[src/rtl/mem_wb_pkg.sv]
// ============================================================================
// Module : mem_wb_pkg
// Brief  : Shared FSM state encoding and default error read-data for mem_wb_bridge.
// Rev    : 1.0  initial release
// ============================================================================
`default_nettype none

package mem_wb_pkg;

    localparam logic [1:0] c_ST_IDLE    = 2'd0;
    localparam logic [1:0] c_ST_WBSTART = 2'd1;
    localparam logic [1:0] c_ST_WBEND   = 2'd2;

    typedef enum logic [1:0] {
        IDLE    = c_ST_IDLE,
        WBSTART = c_ST_WBSTART,
        WBEND   = c_ST_WBEND
    } state_e;

    // Wide enough for the largest legal DATA_W; the bridge slices it down.
    localparam logic [63:0] c_ERR_RDATA_DFLT = '1;

endpackage

`default_nettype wire

[src/rtl/mem_wb_timeout.sv]
// ============================================================================
// Module : mem_wb_timeout
// Brief  : 16-bit WBSTART cycle counter; flags the cycle that reaches TIMEOUT_CYC.
// Rev    : 1.0  initial release
// ============================================================================
`default_nettype none

module mem_wb_timeout #(
    parameter int unsigned TIMEOUT_CYC = 255
) (
    input  logic clk_i,
    input  logic rst_i,
    input  logic clear_i,
    input  logic enable_i,
    output logic expired_o
);

    localparam logic [15:0] c_LIMIT = 16'(TIMEOUT_CYC);

    logic [15:0] cnt_q;
    logic [15:0] cnt_d;

    assign cnt_d     = cnt_q + 16'd1;
    // Asserted during the WBSTART cycle whose closing edge would bring the count to the limit.
    assign expired_o = enable_i && (cnt_d == c_LIMIT);

    always_ff @(posedge clk_i) begin
        if (rst_i || clear_i) begin
            cnt_q <= 16'd0;
        end else if (enable_i) begin
            cnt_q <= cnt_d;
        end
    end

endmodule

`default_nettype wire

[src/rtl/mem_wb_bridge.sv]
// ============================================================================
// Module : mem_wb_bridge
// Brief  : Native memory request to single-beat Wishbone master bridge.
//          Optional WBSTART timeout enabled by MEM_WB_BRIDGE_TIMEOUT_EN.
// Rev    : 1.0  initial release
// ============================================================================
`default_nettype none

module mem_wb_bridge
    import mem_wb_pkg::*;
#(
    parameter int unsigned       ADDR_W      = 32,
    parameter int unsigned       DATA_W      = 32,
    parameter int unsigned       TIMEOUT_CYC = 255,
    parameter logic [DATA_W-1:0] ERR_RDATA   = c_ERR_RDATA_DFLT[DATA_W-1:0]
) (
    input  logic                  wb_clk_i,
    input  logic                  wb_rst_i,
    input  logic                  mem_valid,
    input  logic [ADDR_W-1:0]     mem_addr,
    input  logic [DATA_W-1:0]     mem_wdata,
    input  logic [DATA_W/8-1:0]   mem_wstrb,
    output logic                  mem_ready,
    output logic [DATA_W-1:0]     mem_rdata,
    output logic                  mem_err,
    output logic [ADDR_W-1:0]     wbm_adr_o,
    output logic [DATA_W-1:0]     wbm_dat_o,
    output logic                  wbm_we_o,
    output logic [DATA_W/8-1:0]   wbm_sel_o,
    output logic                  wbm_stb_o,
    output logic                  wbm_cyc_o,
    input  logic [DATA_W-1:0]     wbm_dat_i,
    input  logic                  wbm_ack_i,
    input  logic                  wbm_err_i,
    output logic [7:0]            err_count
);

    state_e                state_q;
    logic [ADDR_W-1:0]     adr_q;
    logic [DATA_W-1:0]     dat_q;
    logic [DATA_W/8-1:0]   sel_q;
    logic                  we_q;
    logic                  stb_q;
    logic                  cyc_q;
    logic [DATA_W-1:0]     rdata_q;
    logic                  ready_q;
    logic                  err_q;
    logic [7:0]            err_cnt_q;

    logic                  w_start;
    logic                  w_in_wbstart;
    logic                  w_tmo_expired;

    assign w_start      = (state_q == IDLE) && mem_valid;
    assign w_in_wbstart = (state_q == WBSTART);

`ifdef MEM_WB_BRIDGE_TIMEOUT_EN
    mem_wb_timeout #(
        .TIMEOUT_CYC (TIMEOUT_CYC)
    ) u_timeout (
        .clk_i     (wb_clk_i),
        .rst_i     (wb_rst_i),
        .clear_i   (w_start),
        .enable_i  (w_in_wbstart),
        .expired_o (w_tmo_expired)
    );
`else
    logic w_unused_tmo;
    assign w_unused_tmo  = ^{16'(TIMEOUT_CYC), w_in_wbstart};
    assign w_tmo_expired = 1'b0;
`endif

    always_ff @(posedge wb_clk_i) begin
        if (wb_rst_i) begin
            state_q   <= IDLE;
            adr_q     <= '0;
            dat_q     <= '0;
            sel_q     <= '0;
            we_q      <= 1'b0;
            stb_q     <= 1'b0;
            cyc_q     <= 1'b0;
            rdata_q   <= '0;
            ready_q   <= 1'b0;
            err_q     <= 1'b0;
            err_cnt_q <= 8'd0;
        end else begin
            case (state_q)
                IDLE: begin
                    if (w_start) begin
                        adr_q   <= mem_addr;
                        dat_q   <= mem_wdata;
                        we_q    <= |mem_wstrb;
                        sel_q   <= (|mem_wstrb) ? mem_wstrb : '1;
                        stb_q   <= 1'b1;
                        cyc_q   <= 1'b1;
                        state_q <= WBSTART;
                    end
                end
                WBSTART: begin
                    // A bus error outranks ack; ack outranks a timeout in the same cycle.
                    if (wbm_err_i || (!wbm_ack_i && w_tmo_expired)) begin
                        stb_q     <= 1'b0;
                        cyc_q     <= 1'b0;
                        we_q      <= 1'b0;
                        rdata_q   <= ERR_RDATA;
                        ready_q   <= 1'b1;
                        err_q     <= 1'b1;
                        state_q   <= WBEND;
                        if (err_cnt_q != 8'hFF) begin
                            err_cnt_q <= err_cnt_q + 8'd1;
                        end
                    end else if (wbm_ack_i) begin
                        stb_q   <= 1'b0;
                        cyc_q   <= 1'b0;
                        we_q    <= 1'b0;
                        rdata_q <= wbm_dat_i;
                        ready_q <= 1'b1;
                        err_q   <= 1'b0;
                        state_q <= WBEND;
                    end
                end
                WBEND: begin
                    ready_q <= 1'b0;
                    err_q   <= 1'b0;
                    state_q <= IDLE;
                end
                default: begin
                    stb_q   <= 1'b0;
                    cyc_q   <= 1'b0;
                    we_q    <= 1'b0;
                    ready_q <= 1'b0;
                    err_q   <= 1'b0;
                    state_q <= IDLE;
                end
            endcase
        end
    end

    assign wbm_adr_o = adr_q;
    assign wbm_dat_o = dat_q;
    assign wbm_we_o  = we_q;
    assign wbm_sel_o = sel_q;
    assign wbm_stb_o = stb_q;
    assign wbm_cyc_o = cyc_q;
    assign mem_rdata = rdata_q;
    assign mem_ready = ready_q;
    assign mem_err   = err_q;
    assign err_count = err_cnt_q;

endmodule

`default_nettype wire

[config.mk]
export PLATFORM = sky130hd
export DESIGN_NAME = mem_wb_bridge
export DESIGN_NICKNAME = d
export VERILOG_FILES = /design/src/rtl/mem_wb_pkg.sv /design/src/rtl/mem_wb_timeout.sv /design/src/rtl/mem_wb_bridge.sv
export SDC_FILE = /design/constraint.sdc
export NUM_CORES = 1
export LEC_CHECK = 0
export BUFFER_PORTS_ARGS = -buffer_cell sky130_fd_sc_hd__buf_2
export CAP_MARGIN = 20
export CORE_MARGIN = 1.5
export CORE_UTILIZATION = 45
export CTS_CLUSTER_DIAMETER = 50
export DETAILED_ROUTE_END_ITERATION = 10
export PLACE_DENSITY = 0.77
export SLEW_MARGIN = 20
export SYNTH_ARGS = -nofsm -noshare
export SYNTH_HDL_FRONTEND = slang
export SYNTH_HIERARCHICAL = 1
export SYNTH_SLANG_ARGS = --single-unit
[constraint.sdc]
create_clock -name wb_clk_i -period 1.7 [get_ports wb_clk_i]
set_input_delay 0.085 -clock wb_clk_i [delete_from_list [all_inputs] [get_ports wb_clk_i]]
set_output_delay 0.085 -clock wb_clk_i [all_outputs]
set_load 0.05 [all_outputs]
* Yosys cells after proc, flatten, opt, wreduce, memory -nomap -nowiden *
Cells that the tools add are included.

storage, ports and cells
  bits of input ports = 105
  output and inout bits = 113
  logic and storage cells = 46
  register bits = 114

operators by class
  reduce and logical (&&, ||, !) cells = 10
  bitwise logic cells = 2
  $add $sub $neg = 1
  equal/unequal tests = 5
  multiplexer cells = 18

operator list
  operator                                                                count
  32-bit 2-to-1 mux                                                       2
  8-bit by 1-bit adder with 8-bit output (second input constant)          1
  8-bit != test (second input constant)                                   1
  2-bit AND reduction                                                     4
  1-bit 2-to-1 mux                                                        7
  2-bit 2-to-1 mux                                                        3
  1-bit one-hot mux with 3 select lines                                   2
  3-bit AND reduction                                                     2
  4-bit 2-to-1 mux                                                        1
  1-bit one-hot mux with 2 select lines                                   2
  2-bit one-hot mux with 2 select lines                                   1
  4-bit OR reduction                                                      1
  3-bit != test (second input constant)                                   1
  2-bit by 1-bit equality test with 1-bit output (second input constant)  1
  2-bit equality test (second input constant)                             1
  2-bit zero test                                                         1
  2-bit != test (second input constant)                                   1
  1-bit inverter                                                          2
  2-bit nonzero test                                                      1
  1-bit logical AND                                                       1

* Depth between registers and ports, before layout *
  depth in word-level cells = 4
  depth in mapped cells = 7
  mapped depth without buffers = 5

* Worst setup path before layout *
OpenSTA, ideal clock, no wires.

  kind = reg2reg
  start point = register err_cnt_q[0] (netlist: err_count[0])
  end point = register err_cnt_q[6] (netlist: err_count[6])
  data arrival time = 1.732 ns
  buffers on the path = 0
  clock period less this slack = 1.860 ns
  cell stages (with the launch flop) = 6
  data required time = 1.572 ns
  setup time = 0.128 ns
  setup slack = -0.160 ns
  cells stage by stage = dfxtp_1 -> ha_1 -> nand4_2 -> a2111oi_2 -> xnor2_1 -> nor2_1

between the ends
  longest elaborated chain between the ends = 2
  elaborated cells on any way between the ends = 3
  those cells by class = add/sub (1); eq/ne (1); reduce/logical (1)

RTL lines
  element                                                                                         line                  RTL
  from (decl)                                                                                     mem_wb_bridge.sv:48   logic [7:0] err_cnt_q;
  from (signal assigned)                                                                          mem_wb_bridge.sv:110  err_cnt_q <= err_cnt_q + 8'd1;
  parallel branches: the longest is 2 deep, another holds 8-bit by 1-bit adder with 8-bit output  n/a

Several ways; the timed one is not identified.
A chain may end at the register's enable or synchronous reset.

* Final worst setup path *
  start point = register err_cnt_q[0] (netlist: err_count[0])
  end point = register err_cnt_q[7] (netlist: err_count[7])

Same word-level chain as after synthesis.

==> impl_metrics.json <==
{
  "cts_buffers": 17,
  "clock_skew_ns": 0.00842,
  "syn-num-nets": 615,
  "cts_tree": "built",
  "path_buf_inv": 0,
  "post_drt_wl_per_cell_um": 14.6,
  "grt_max_degree": 66,
  "final.setup.worst_slack_ns": 0.155,
  "synth_edf_count": 0,
  "ys_seq_elements": 114,
  "ys_seq_area_share_pct": 54.3,
  "synth_common_cells": "131 x nand2_1, 114 x dfxtp_1, 78 x nor2_1, 71 x a21oi_1, 32 x a211oi_1",
  "clock_sinks": 114,
  "final_util_pct": 76.2,
  "cpLargestDelayFamily": "simple AND/OR/NAND/NOR gates",
  "hold_viol_final": 0,
  "layoutNonFillerInstCount": 942,
  "path_cells": "ha_1 -> nand4_2 -> o21bai_4 -> or4_1 -> a21oi_1",
  "gp_congestion": 0.847,
  "grt_pass1_wl_um": 21500,
  "dp_slack_ns": 0.170,
  "timing.final.crit_share_pct": 90.9,
  "synth.most_common_cell": "nand2_1",
  "status": "complete, no violations",
  "ctsHtreeMaxLevel": 4,
  "p_leak_nw": 3.26,
  "holdCritStartpoint": "wb_rst_i",
  "area_delta_synth_final_pct": 66.0,
  "port_buffers": 217,
  "cp.arrival_ns": 1.97,
  "avgSynthCellArea_um2": 8.25,
  "tns_ns": 0,
  "cp.required_ns": 2.12,
  "place_inst": 806,
  "yosys-top-cells-area": "dfxtp_1 54%, nand2_1 12%, a21oi_1 8.5%",
  "start_kind": "flip-flop",
  "grt_remaining_overflow": 0,
  "yosysWarnings": 6,
  "min_period_ns": 1.54,
  "crit_path_end_kind": "flip-flop",
  "syn_area_um2": 4200,
  "ant_nets": 0,
  "die_y_um": 99.6,
  "synth_flop_cell": "dfxtp_1",
  "max-vdd-ir-drop_mv": 0.700,
  "die_w_um": 99.6,
  "ios": 218,
  "drv_cap": 0,
  "synthDominantCellAreaShare_pct": 54.3,
  "dpl_cell_area_um2": 5360,
  "hpwl_um": 7540,
  "core_area_um2": 9150,
  "antenna_found_initial": 0,
  "syn_inst": 509,
  "synth_cell_types": 32,
  "detail_route.iter0.violations": 207,
  "fin_nets": 924,
  "path_class": "flip-flop to flip-flop",
  "cp_max_fo": 9,
  "hp-class": "primary input to flip-flop",
  "final_area_um2": 6970,
  "timing.rr.start": "err_count[0]$_SDFFE_PP0P_",
  "cpPeakStageDelay_ns": 0.47,
  "gr-usage-all-layers_pct": 27.2,
  "drive_gt1_share_pct": 32.1,
  "slew_violations": 0,
  "cts_setup_buffers": 0,
  "p_per_area_nw_per_um2": 1140,
  "dr.pass1.iters": 7,
  "die-area_um2": 9920,
  "worst_slew_pin_slew_ns": 0.778,
  "grt_pass1_vias": 4559,
  "antenna_cells": 0,
  "num_rows": 35,
  "clk_pin_slew_worst_paths_ns": 0.05,
  "max_freq_ghz": 0.647,
  "yosys.area.top_type": "dfxtp_1",
  "clk_latency_ns": 0.50,
  "start_util_pct": 45.9,
  "report.power.total_mw": 7.92,
  "crit_path_start": "err_count[0]$_SDFFE_PP0P_",
  "root_buffer": "clkbuf_8",
  "vias": 4786,
  "drc": 0,
  "rsz0062_at_grt": "no",
  "cts_buffer_depth": 2,
  "setup_viol": 0,
  "async_flop_share_pct": 0,
  "drt_wl_total_um": 13800,
  "whs_ns": 0.0876,
  "slowest_stage": "or4_1",
  "viasPerCell": 5.08,
  "slew_headroom_pct": 47.4
}
==> what timing repair did <==
action | CTS | global route
hold buffers | 104 | 0
hold endpoints to repair | 105 | 0
setup endpoints to repair | 0 | 0
resized for setup | 0 | 0
==> worst paths after layout <==
kind	endpoint	slack, ns	cells past startpoint
min reg2reg	wbm_dat_o[20]$_SDFFE_PP0P_	0.45	2
max	err_count[7]$_SDFFE_PP0P_	0.16	5
max reg2reg	err_count[7]$_SDFFE_PP0P_	0.16	5
min	wbm_cyc_o$_SDFFE_PP0P_	0.09	2
==> cells in the final DEF, fill, tap and decap left out, drive strengths merged, types with 2 or more instances in the layout <==
master         n
nor2b          2
inv            4
nand3          4
a211oi        32
dlygate4sd3  104
nand2        131
nor2          78
or3            3
a21oi         71
clkbuf        18
mux2i          2
clkinv        10
dfxtp        114
o21ai          3
and2b          2
bufinv         2
nor3           7
xor2           2
o41ai          2
buf          227
==> state kept, by name, indices dropped and copies added, names as in the netlist <==
register and cells:
wbm_dat_o 32, err_count 8, wbm_adr_o 32, state_q 2, mem_err 1, mem_rdata 32
wbm_cyc_o 1, mem_ready 1, wbm_sel_o 4, wbm_we_o 1
==> worst reg2reg max path, cell delays in order, from the launching register on <==
cell,delay (ns)
dfxtp_2,0.34
ha_1,0.24
nand4_2,0.15
o21bai_4,0.13
or4_1,0.47
a21oi_1,0.14
==> kinds of logic (layout without fill, tap and decap cells) <==
family | after synthesis | after routing | share of synthesized area, %
xor+xnor | 3 | 3 | 0.626
buf+inv | 43 | 365 | 5.36
fa+ha+maj | 1 | 1 | 0.298
flops | 114 | 114 | 54.3
simple gates | 233 | 233 | 22.6
compound gates | 113 | 113 | 16.3
mux | 2 | 2 | 0.477
==> power breakdown <==
| part | internal (mW) | total (mW) | switching, mW |
|---|---|---|---|
| Clock | 2.10 | 3.38 | 1.28 |
| Sequential | 2.85 | 2.94 | 0.0944 |
| Combinational | 0.535 | 1.60 | 1.06 |
==> routing by layer <==
metal	share of wire, %	global-route usage (%)
met2	50	48.3
met3	7.7	8.92
met1	39	30.0
met4	3.1	10.8
met5	0	0
==> area by class of cell <==
class / count / area (um^2)
flip-flops and latches: 114 / 2280
repair buffers: 331 / 2270
fillers: 606 / 2180
multi-input cells: 352 / 1700
clock buffers: 18 / 418
clock inverters: 14 / 158
well taps: 111 / 139
inverters: 2 / 7.51
(Power assumes the default switching activity.)
